==> src/rtl/dsp_post_adder_acc.sv <==
// dsp_post_adder_acc: DSP48A1 post-adder / accumulator stage.
// X/Z operand muxes, add/sub with carry-in, registered P and CARRYOUT.
module dsp_post_adder_acc #(
    parameter bit OPMODEREG  = 1'b1,
    parameter bit CARRYINREG = 1'b1
) (
    input  logic        clk,
    input  logic        rst,
    input  logic        ce_opmode,
    input  logic        ce_carryin,
    input  logic        ce_p,
    input  logic [4:0]  opmode,
    input  logic [35:0] m,
    input  logic [47:0] dab,
    input  logic [47:0] c,
    input  logic [47:0] pcin,
    input  logic        carry_in,
    output logic [47:0] p,
    output logic [47:0] pcout,
    output logic        carry_out
);

    logic [4:0]  r_opmode;
    logic        r_carryin;
    logic [47:0] r_p;
    logic        r_carry_out;

    logic [4:0]  w_opmode;
    logic        w_cin;
    logic [47:0] w_x;
    logic [47:0] w_z;
    logic [48:0] w_r;

    always_ff @(posedge clk or posedge rst) begin
        if (rst) begin
            r_opmode <= '0;
        end else if (ce_opmode) begin
            r_opmode <= opmode;
        end
    end

    always_ff @(posedge clk or posedge rst) begin
        if (rst) begin
            r_carryin <= 1'b0;
        end else if (ce_carryin) begin
            r_carryin <= carry_in;
        end
    end

    assign w_opmode = OPMODEREG  ? r_opmode  : opmode;
    assign w_cin    = CARRYINREG ? r_carryin : carry_in;

    always_comb begin
        w_x = '0;
        unique case (w_opmode[1:0])
            2'd0: w_x = '0;
            2'd1: w_x = {{12{m[35]}}, m};
            2'd2: w_x = r_p;
            2'd3: w_x = dab;
        endcase
    end

    always_comb begin
        w_z = '0;
        unique case (w_opmode[3:2])
            2'd0: w_z = '0;
            2'd1: w_z = pcin;
            2'd2: w_z = r_p;
            2'd3: w_z = c;
        endcase
    end

    // On subtract, bit 48 of the 49-bit result is the borrow.
    always_comb begin
        w_r = '0;
        if (w_opmode[4]) begin
            w_r = {1'b0, w_z} - ({1'b0, w_x} + {48'd0, w_cin});
        end else begin
            w_r = {1'b0, w_z} + {1'b0, w_x} + {48'd0, w_cin};
        end
    end

    always_ff @(posedge clk or posedge rst) begin
        if (rst) begin
            r_p         <= '0;
            r_carry_out <= 1'b0;
        end else if (ce_p) begin
            r_p         <= w_r[47:0];
            r_carry_out <= w_r[48];
        end
    end

    assign p         = r_p;
    assign pcout     = r_p;
    assign carry_out = r_carry_out;

endmodule

==> config.mk <==
export PLATFORM = sky130hd
export DESIGN_NAME = dsp_post_adder_acc
export DESIGN_NICKNAME = d
export VERILOG_FILES = /design/src/rtl/dsp_post_adder_acc.sv
export SDC_FILE = /design/constraint.sdc
export NUM_CORES = 1
export LEC_CHECK = 0
export BUFFER_PORTS_ARGS = -buffer_cell sky130_fd_sc_hd__buf_2
export CAP_MARGIN = 20
export CORE_MARGIN = 5
export CORE_UTILIZATION = 55
export DETAILED_ROUTE_END_ITERATION = 8
export GPL_ROUTABILITY_DRIVEN = 0
export GPL_TIMING_DRIVEN = 0
export PLACE_DENSITY = 0.93
export SKIP_CTS_REPAIR_TIMING = 1
export SYNTH_ARGS = -nofsm -noshare
export SYNTH_HDL_FRONTEND = slang
export SYNTH_SLANG_ARGS = --single-unit
==> constraint.sdc <==
create_clock -name clk -period 5.6 [get_ports clk]
set_input_delay 0.84 -clock clk [delete_from_list [all_inputs] [get_ports clk]]
set_output_delay 0.84 -clock clk [all_outputs]
set_load 0.01 [all_outputs]
---- After elaboration in Yosys (flattened, before gate mapping) ----
Index checks and enable logic that the tools add are counted.
Widths: inputs -> output; s select.
storage, ports and cells
  logic and storage cells ................. 19
  input port bits ......................... 191
  register bits after elaboration ......... 55
operators by class
  muxes and demuxes ....................... 3
  add/subtract/negate cells ............... 4
  reductions and logical operators ........ 2
  equality and inequality tests ........... 6
operators with widths
  kind                count
  $pmux 48 s4         2
  $add 48x1->49       1
  $add 48x48->49      1
  $add 49x1->49       1
  $mux 49             1
  $sub 48x49->49      1
  $eq 2x2->1 const B  4
  $eq 2x1->1 const B  2
  $logic_not 2->1     2

---- Depth between registers and ports, before layout ----
Gate-level depths: netlist of run 1.
  depth in word-level cells ............... 5
  gate-level depth with buffers ........... 20
  depth with buffers taken out ............ 17

---- Worst setup path after synthesis of run 1 ----
OpenSTA, ideal clock, no wires.
  path kind ............................... register to register
  from .................................... reg r_opmode[3]
  to ...................................... reg r_carry_out, in the netlist carry_out
  stages on the path, launching flop included .. 19
  arrival time ............................ 4,440 ps
  path slack .............................. 1,080 ps
  setup time .............................. 79 ps
  data required time ...................... 5,521 ps
  buffers on the path ..................... 3
  clock period less this slack ............ 4,520 ps
  path through ............................ dfrtp_1 buf_1 clkbuf_1 mux2_2 a22o_1 ha_1 ha_1 clkbuf_2 a21oi_1 o21ai_1 a21oi_1 a211oi_1 o41ai_1 a21oi_1 a31oi_1 o21bai_1 a221oi_1 xor2_1 a2bb2oi_1
on the way
  word-level cells in the longest chain between the ends .. 5
  elaborated cells on any way between the ends .. 9
  classes of those cells .................. add/sub: 3; eq/ne: 3; mux: 2; reduce/logical: 1
ends and longest elaborated chain
  what                                      line  source
  from (decl)                               23    logic [4:0] r_opmode;
  from (signal assigned)                    38    r_opmode <= opmode;
  $eq 2x2->1, or another cell as far along  65    unique case (w_opmode[3:2])
  $pmux 48 s4 *                             65
  $add 48x48->49                            79    w_r = {1'b0, w_z} + {1'b0, w_x} + {48'd0, w_cin};
  $add 49x1->49                             79
  $mux 49 *                                 76    if (w_opmode[4]) begin
  to (signal assigned)                      89    r_carry_out <= w_r[48];
  to (decl)                                 26    logic r_carry_out;
Every way passes the cells marked *; elsewhere a longest branch is shown, timed or not.
A chain may end at the register's enable or synchronous reset.

---- Worst setup path in the final report of run 1 ----
  from .................................... reg r_opmode[3]
  to ...................................... reg r_p[46], in the netlist p[46]
on the way
  word-level cells in the longest chain between the ends .. 5
  elaborated cells on any way between the ends .. 9
  classes of those cells .................. add/sub: 3; eq/ne: 3; mux: 2; reduce/logical: 1
ends and longest elaborated chain
  what                                      line  source
  $eq 2x2->1, or another cell as far along  65
  $pmux 48 s4 *                             65
  $add 48x48->49                            79
  $add 49x1->49                             79
  $mux 49 *                                 76
  to (signal assigned)                      88    r_p <= w_r[47:0];
  to (decl)                                 25    logic [47:0] r_p;
Marked as above.

==> out/metrics.yaml, run 1 <==
worst_setup_path:
  end_kind: "flop"
  critPathTopFamily: "compound AO/OA/AOI/OAI gates"
  critical_path.cell_chain: "clkbuf_2 -> clkbuf_2 -> mux2_2 -> a22oi_1 -> fa_1 -> fa_1 -> nor2b_1 -> o31ai_2 -> a311oi_2 -> nor4b_4 -> nor3b_2 -> a21oi_1 -> o211a_1 -> o21ai_1 -> xnor2_1 -> nand2_1 -> a31oi_1"
  worst_ep_required_time_ns: 5.85
  reg2reg_depth: 17
  arrival_ns: 5.67
  startpoint_type: "flop"
  cp.depth: 17
  critPathBufInv: 2
  cp_slowest_stage_delay_ns: 0.56
  path_class: "reg -> reg"
  cp_max_fo: 10
  cp_slowest_cell: "dfrtp_1"
clock_tree:
  h-tree-depth: 2
  clk_pin_slew_ns: 0.08
  clockRootBuffer: "clkbuf_16"
  cts_tree: "yes"
  clockBufferDepth: 2
  clk_latency_ns: 0.33
  numCtsBuffers: 5
  clock-sinks: 55
global_route:
  grt_max_degree: 34
  antenna_found_initial: 0
  grt_usage_pct: 34.5
  grt_pass1_vias: 12200
  grt.overflow.total: 0
  grt_pass1_wl_um: 61300
placed_design:
  dpl_worst_slack_ns: -0.509
  dp_hpwl_um: 31500
  dpl_cell_area_mm2: 0.0125
  numPortBuffers: 286
yosys:
  synth-simple-area-share_pct: 14.1
  ys_types: 72
  yosysWarnings: 0
  netlist_instances: 1400
  ys_ff_latch: 55
  syn_nets: 1734
  yosysTopAreaCell: "ha_1"
  yosysSeqAreaShare_pct: 12.9
  synth_edf_count: 0
  synthAdderAreaFrac_pct: 17.0
  synth-compound-area-share_pct: 28.2
  syn_avg_cell_area_um2: 7.64
  synthMuxAreaShare_pct: 10.8
  yosys_most_used_dff: "dfrtp_1"
  yosysTopAreaCellShare_pct: 16.3
  synth_xor_area_share_pct: 6.71
  synthTopCellsByArea: "ha_1 (16%), dfrtp_1 (13%), mux2_2 (10%), a22o_1 (5.9%), a21oi_1 (5.8%)"
  synth_top_family_by_area: "compound AO/OA/AOI/OAI gates"
  synth_area_mm2: 0.0107
  ys_async_sr_fraction_pct: 100
sta:
  clock_skew_ns: 0.00519
  max_freq_mhz: 185
  finalCritPeriodShare_pct: 96.8
  hold_viol_final: 0
  rsz0062_at_grt: "false"
  setup_viol: 0
  tightest_slew_ns: 1.00
  fin_crit_ns: 5.42
  fin_ws_ns: 0.181
  slew_headroom_pct: 33.1
  final_max_slew_viol_count: 0
route:
  drcViolationCount: 0
  wire_per_inst_um: 20.7
  wl_um: 40500
  drt_iter0_drc: 1819
  vias_per_cell: 6.41
  ant_nets: 0
  drt-pass1-iter-count: 7
  vias: 12600
hold_path:
  min_path_type: "in -> async"
die:
  placementRows: 51
  boundaryPins: 288
  design.die.area_mm2: 0.0223
  coreArea_mm2: 0.0193
  die_h_um: 149
  die_width_um: 149
  initial_utilization_pct: 55.3
cells_and_area:
  mostFrequentLayoutCell: "buf_2"
  mostFrequentLayoutCells: "buf_2 (287), ha_1 (139), inv_1 (132)"
  n_antenna_cell: 0
  nets: 2028
  seqCellArea_mm2: 0.00138
  syn_to_final_growth_pct: 18.7
  drive_above_1_share_pct: 27.8
  postLayoutCellArea_mm2: 0.0127
  multi_input_area_mm2: 0.00825
  nFillCells: 1566
job:
  drv_cap: 0
power_and_ir_drop:
  vdd_drop_max_mv: 0.306
  powerDensity_mw_per_mm2: 532
  power.leakage_uw: 0.00634
run_status:
  outcome: "complete, no violations"
==> layout make-up <==
type	count	share of cell area, %
Multi-Input combinational cell	1099	64.9
Timing Repair Buffer	287	11.4
Buffer	112	4.89
Sequential cell	55	10.8
Inverter	134	3.96
Tap cell	265	2.61
Clock inverter	2	0.276
Clock buffer	6	1.09
==> state kept, by name, indices dropped and copies added (netlist names) <==
register and count:
r_carryin 1, r_opmode 5, carry_out 1, p 48
==> synthesized netlist by cell type (all sizes together), types with 4 or more instances <==
cell type and number:
ha 139, inv 133, a21oi 125, nand2 118
mux2 96, nor2 94, o21ai 76, a22o 72
buf 59, dfrtp 55, clkbuf 53, xnor2 50
a21o 36, xor2 32, a31oi 25, nand3 20
nor2b 15, nor3 14, o21bai 14, o221ai 14
nand2b 13, a22oi 12, and3 12, o21a 10
nand4 9, nor3b 9, mux2i 7, o211ai 7
o31ai 7, a211oi 5, a221oi 5, a31o 4
and4 4, fa 4, nor4 4, or3 4
==> power breakdown <==
part	leakage, uW	internal [uW]	switching [uW]
sequential	0.000636	578	285
clock	0.0000868	224	195
combinational	0.00562	2360	3110
==> through the flow <==
step / hold WS (ns) / cells / utilization (%) / TNS [ns] / total power (uW)
6_report: 0.561 / 1960 / 65.7 / 0 / 6750
5_1_grt: 0.614 / 1960 / 65.7 / 0 / 7210
4_1_cts: 0.586 / 1960 / 65.5 / -3.66 / 6540
3_5_place_dp: 0.571 / 1952 / 64.6 / -3.29 / 6090
3_3_place_gp: 0.551 / 1951 / 64.5 / -1.70 / 5910
2_1_floorplan: 0.568 / 1400 / - / 0 / 4690
==> final timing paths <==
kind | startpoint | endpoint | slack [ns]
setup / recovery | r_opmode[3] | p[46] | 0.18
hold / removal | rst | p[3] | 0.56
setup reg to reg | r_opmode[3] | p[46] | 0.18
hold reg to reg | p[20] | p[20] | 0.59
max in group asynchronous | rst | p[35] | 4.42
min in group clk | p[20] | p[20] | 0.59
==> cell families after synthesis <==
kind of cell / after synthesis
AOI/OAI and AO/OA: 446
and+or+nand+nor: 325
buffers and inverters: 246
adders and majority gates: 143
muxes: 103
xor gates and xnor gates: 82
DFF: 55
==> layer usage <==
layer	global-route usage [%]	vias up	share of wire (%)
met5	0	-	0
met4	18.9	0	6.5
met2	56.5	973	45
li1	-	5568	-
met1	42.0	5784	35
met3	7.66	235	13
No activity file was read; power rests on OpenSTA's default activity.
==> run 2: changes to the inputs <==
Settings changed: BUFFER_PORTS_ARGS -buffer_cell sky130_fd_sc_hd__buf_2 to default, CORE_UTILIZATION 55 to 67, DONT_BUFFER_PORTS from default to 1, SLEW_MARGIN from default to 10.
==> run 2 against run 1 <==
Sequential share of layout area up 1.4 points. Sequential cell count did not move. Register-to-register slack improved by 0.05 ns. Global-route usage rose by 4.6 points. Largest power group unchanged. Power is 5.5% lower. Clock skew is 0.0010 ns lower.
==> out/metrics.yaml, run 2 (synthesized netlist as in run 1, its figures left out) <==
route:
  ant_nets: 0
  vias_per_cell: 7.06
  drt-pass1-iter-count: 7
  wire_per_inst_um: 23.1
  drt_iter0_drc: 1360
  wl_um: 37600
  vias: 11500
  drcViolationCount: 0
sta:
  fin_hold_ws_ns: 0.535
  fin_crit_ns: 5.37
  finalCritPeriodShare_pct: 95.8
  tightest_slew_ns: 1.04
  hold_viol_final: 0
  final_max_slew_viol_count: 0
  max_freq_mhz: 186
  setup_viol: 0
  clock_skew_ns: 0.00414
  slew_headroom_pct: 30.8
  fin_ws_ns: 0.234
worst_setup_path:
  cp_slowest_cell: "dfrtp_1"
  path_class: "reg -> reg"
  worst_ep_required_time_ns: 5.77
  critPathBufInv: 2
  r2r_start: "r_opmode[3]"
  arrival_ns: 5.53
  cp_max_fo: 10
  cp_slowest_stage_delay_ns: 0.54
  end_kind: "flop"
  critPathTopFamily: "compound AO/OA/AOI/OAI gates"
  reg2reg_slack_ns: 0.23
  critPathLaunch: "r_opmode[3]"
  critical_path.cell_chain: "nor2b_1 -> clkbuf_2 -> clkbuf_2 -> a22oi_1 -> fa_1 -> fa_1 -> nor2b_1 -> o21ai_0 -> a41o_1 -> a31oi_1 -> o21ai_1 -> a21oi_1 -> o31ai_1 -> a311oi_1 -> xnor2_1 -> mux2i_1 -> a21oi_1"
  startpoint_type: "flop"
placed_design:
  dp_hpwl_um: 28900
  numPortBuffers: 0
  dpl_cell_area_mm2: 0.0110
  dpl_worst_slack_ns: -0.318
die:
  boundaryPins: 288
  coreArea_mm2: 0.0158
  design.die.area_mm2: 0.0186
  placementRows: 46
  die_width_um: 136
  initial_utilization_pct: 67.9
  die_h_um: 136
clock_tree:
  clockRootBuffer: "clkbuf_16"
  clk_latency_ns: 0.32
  numCtsBuffers: 5
  h-tree-depth: 2
  clockBufferDepth: 2
  clock-sinks: 55
  clk_pin_slew_ns: 0.09
  cts_tree: "yes"
cells_and_area:
  nFillCells: 1277
  mostFrequentLayoutCells: "ha_1 (139), inv_1 (132), a21oi_1 (124)"
  drive_above_1_share_pct: 13.2
  largest_reg_flops: 48
  postLayoutCellArea_mm2: 0.0112
  nets: 1741
  mostFrequentLayoutCell: "ha_1"
  final_util_pct: 71.1
  syn_to_final_growth_pct: 4.76
global_route:
  grt_max_degree: 56
  grt_usage_pct: 39.1
  antenna_found_initial: 1
  grt.overflow.total: 0
  grt_pass1_wl_um: 57600
  grt_pass1_vias: 11200
power_and_ir_drop:
  vdd_drop_max_mv: 0.298
  powerDensity_mw_per_mm2: 569
  power.leakage_uw: 0.00522
run_status:
  outcome: "complete, no violations"
job:
  drv_cap: 0
hold_path:
  min_path_type: "in -> async"
run 2: final timing paths:
check                           depth (start not counted)           to
worst max register to register                         17        p[30]
max in group asynchronous                               1        p[25]
worst min-delay path                                    1  r_opmode[0]
worst min register to register                          2    r_carryin
min in group clk                                        1    r_carryin
worst max-delay path                                   17        p[30]
run 2: cell type report:
cell class	count	area [um^2]	area share [%]
flip-flops and latches	55	1380	12.3
clock inverters	2	38.8	0.346
plain buffers	112	624	5.57
diodes	1	2.50	0.0223
clock buffers	6	139	1.24
multi-input cells	1099	8250	73.6
well taps	216	270	2.41
inverters	134	505	4.51
run 2: per-layer routing:
metal / GRT usage (%) / part of all wire [%] / vias up / routed length (um)
li1: - / - / 4987 / -
met1: 47.2 / 35 / 5299 / 13100
met2: 62.6 / 45 / 937 / 16900
met3: 9.10 / 13 / 247 / 4850
met4: 24.5 / 7.3 / 0 / 2750
met5: 0 / 0 / - / 0
run 2: power breakdown:
| group | internal (uW) | total [uW] | switching (uW) |
|---|---|---|---|
| clock network | 227 | 420 | 193 |
| logic | 2100 | 4990 | 2890 |
| registers | 576 | 977 | 401 |
run 2: through the flow:
stage / power (uW) / TNS, ns / cells
after floorplan: 4690 / 0 / 1400
after global placement: 5560 / -1.08 / 1616
after detailed placement: 5700 / -2.29 / 1616
after CTS: 6160 / -2.86 / 1624
after global routing: 6820 / -0.0248 / 1625
final: 6380 / 0 / 1625
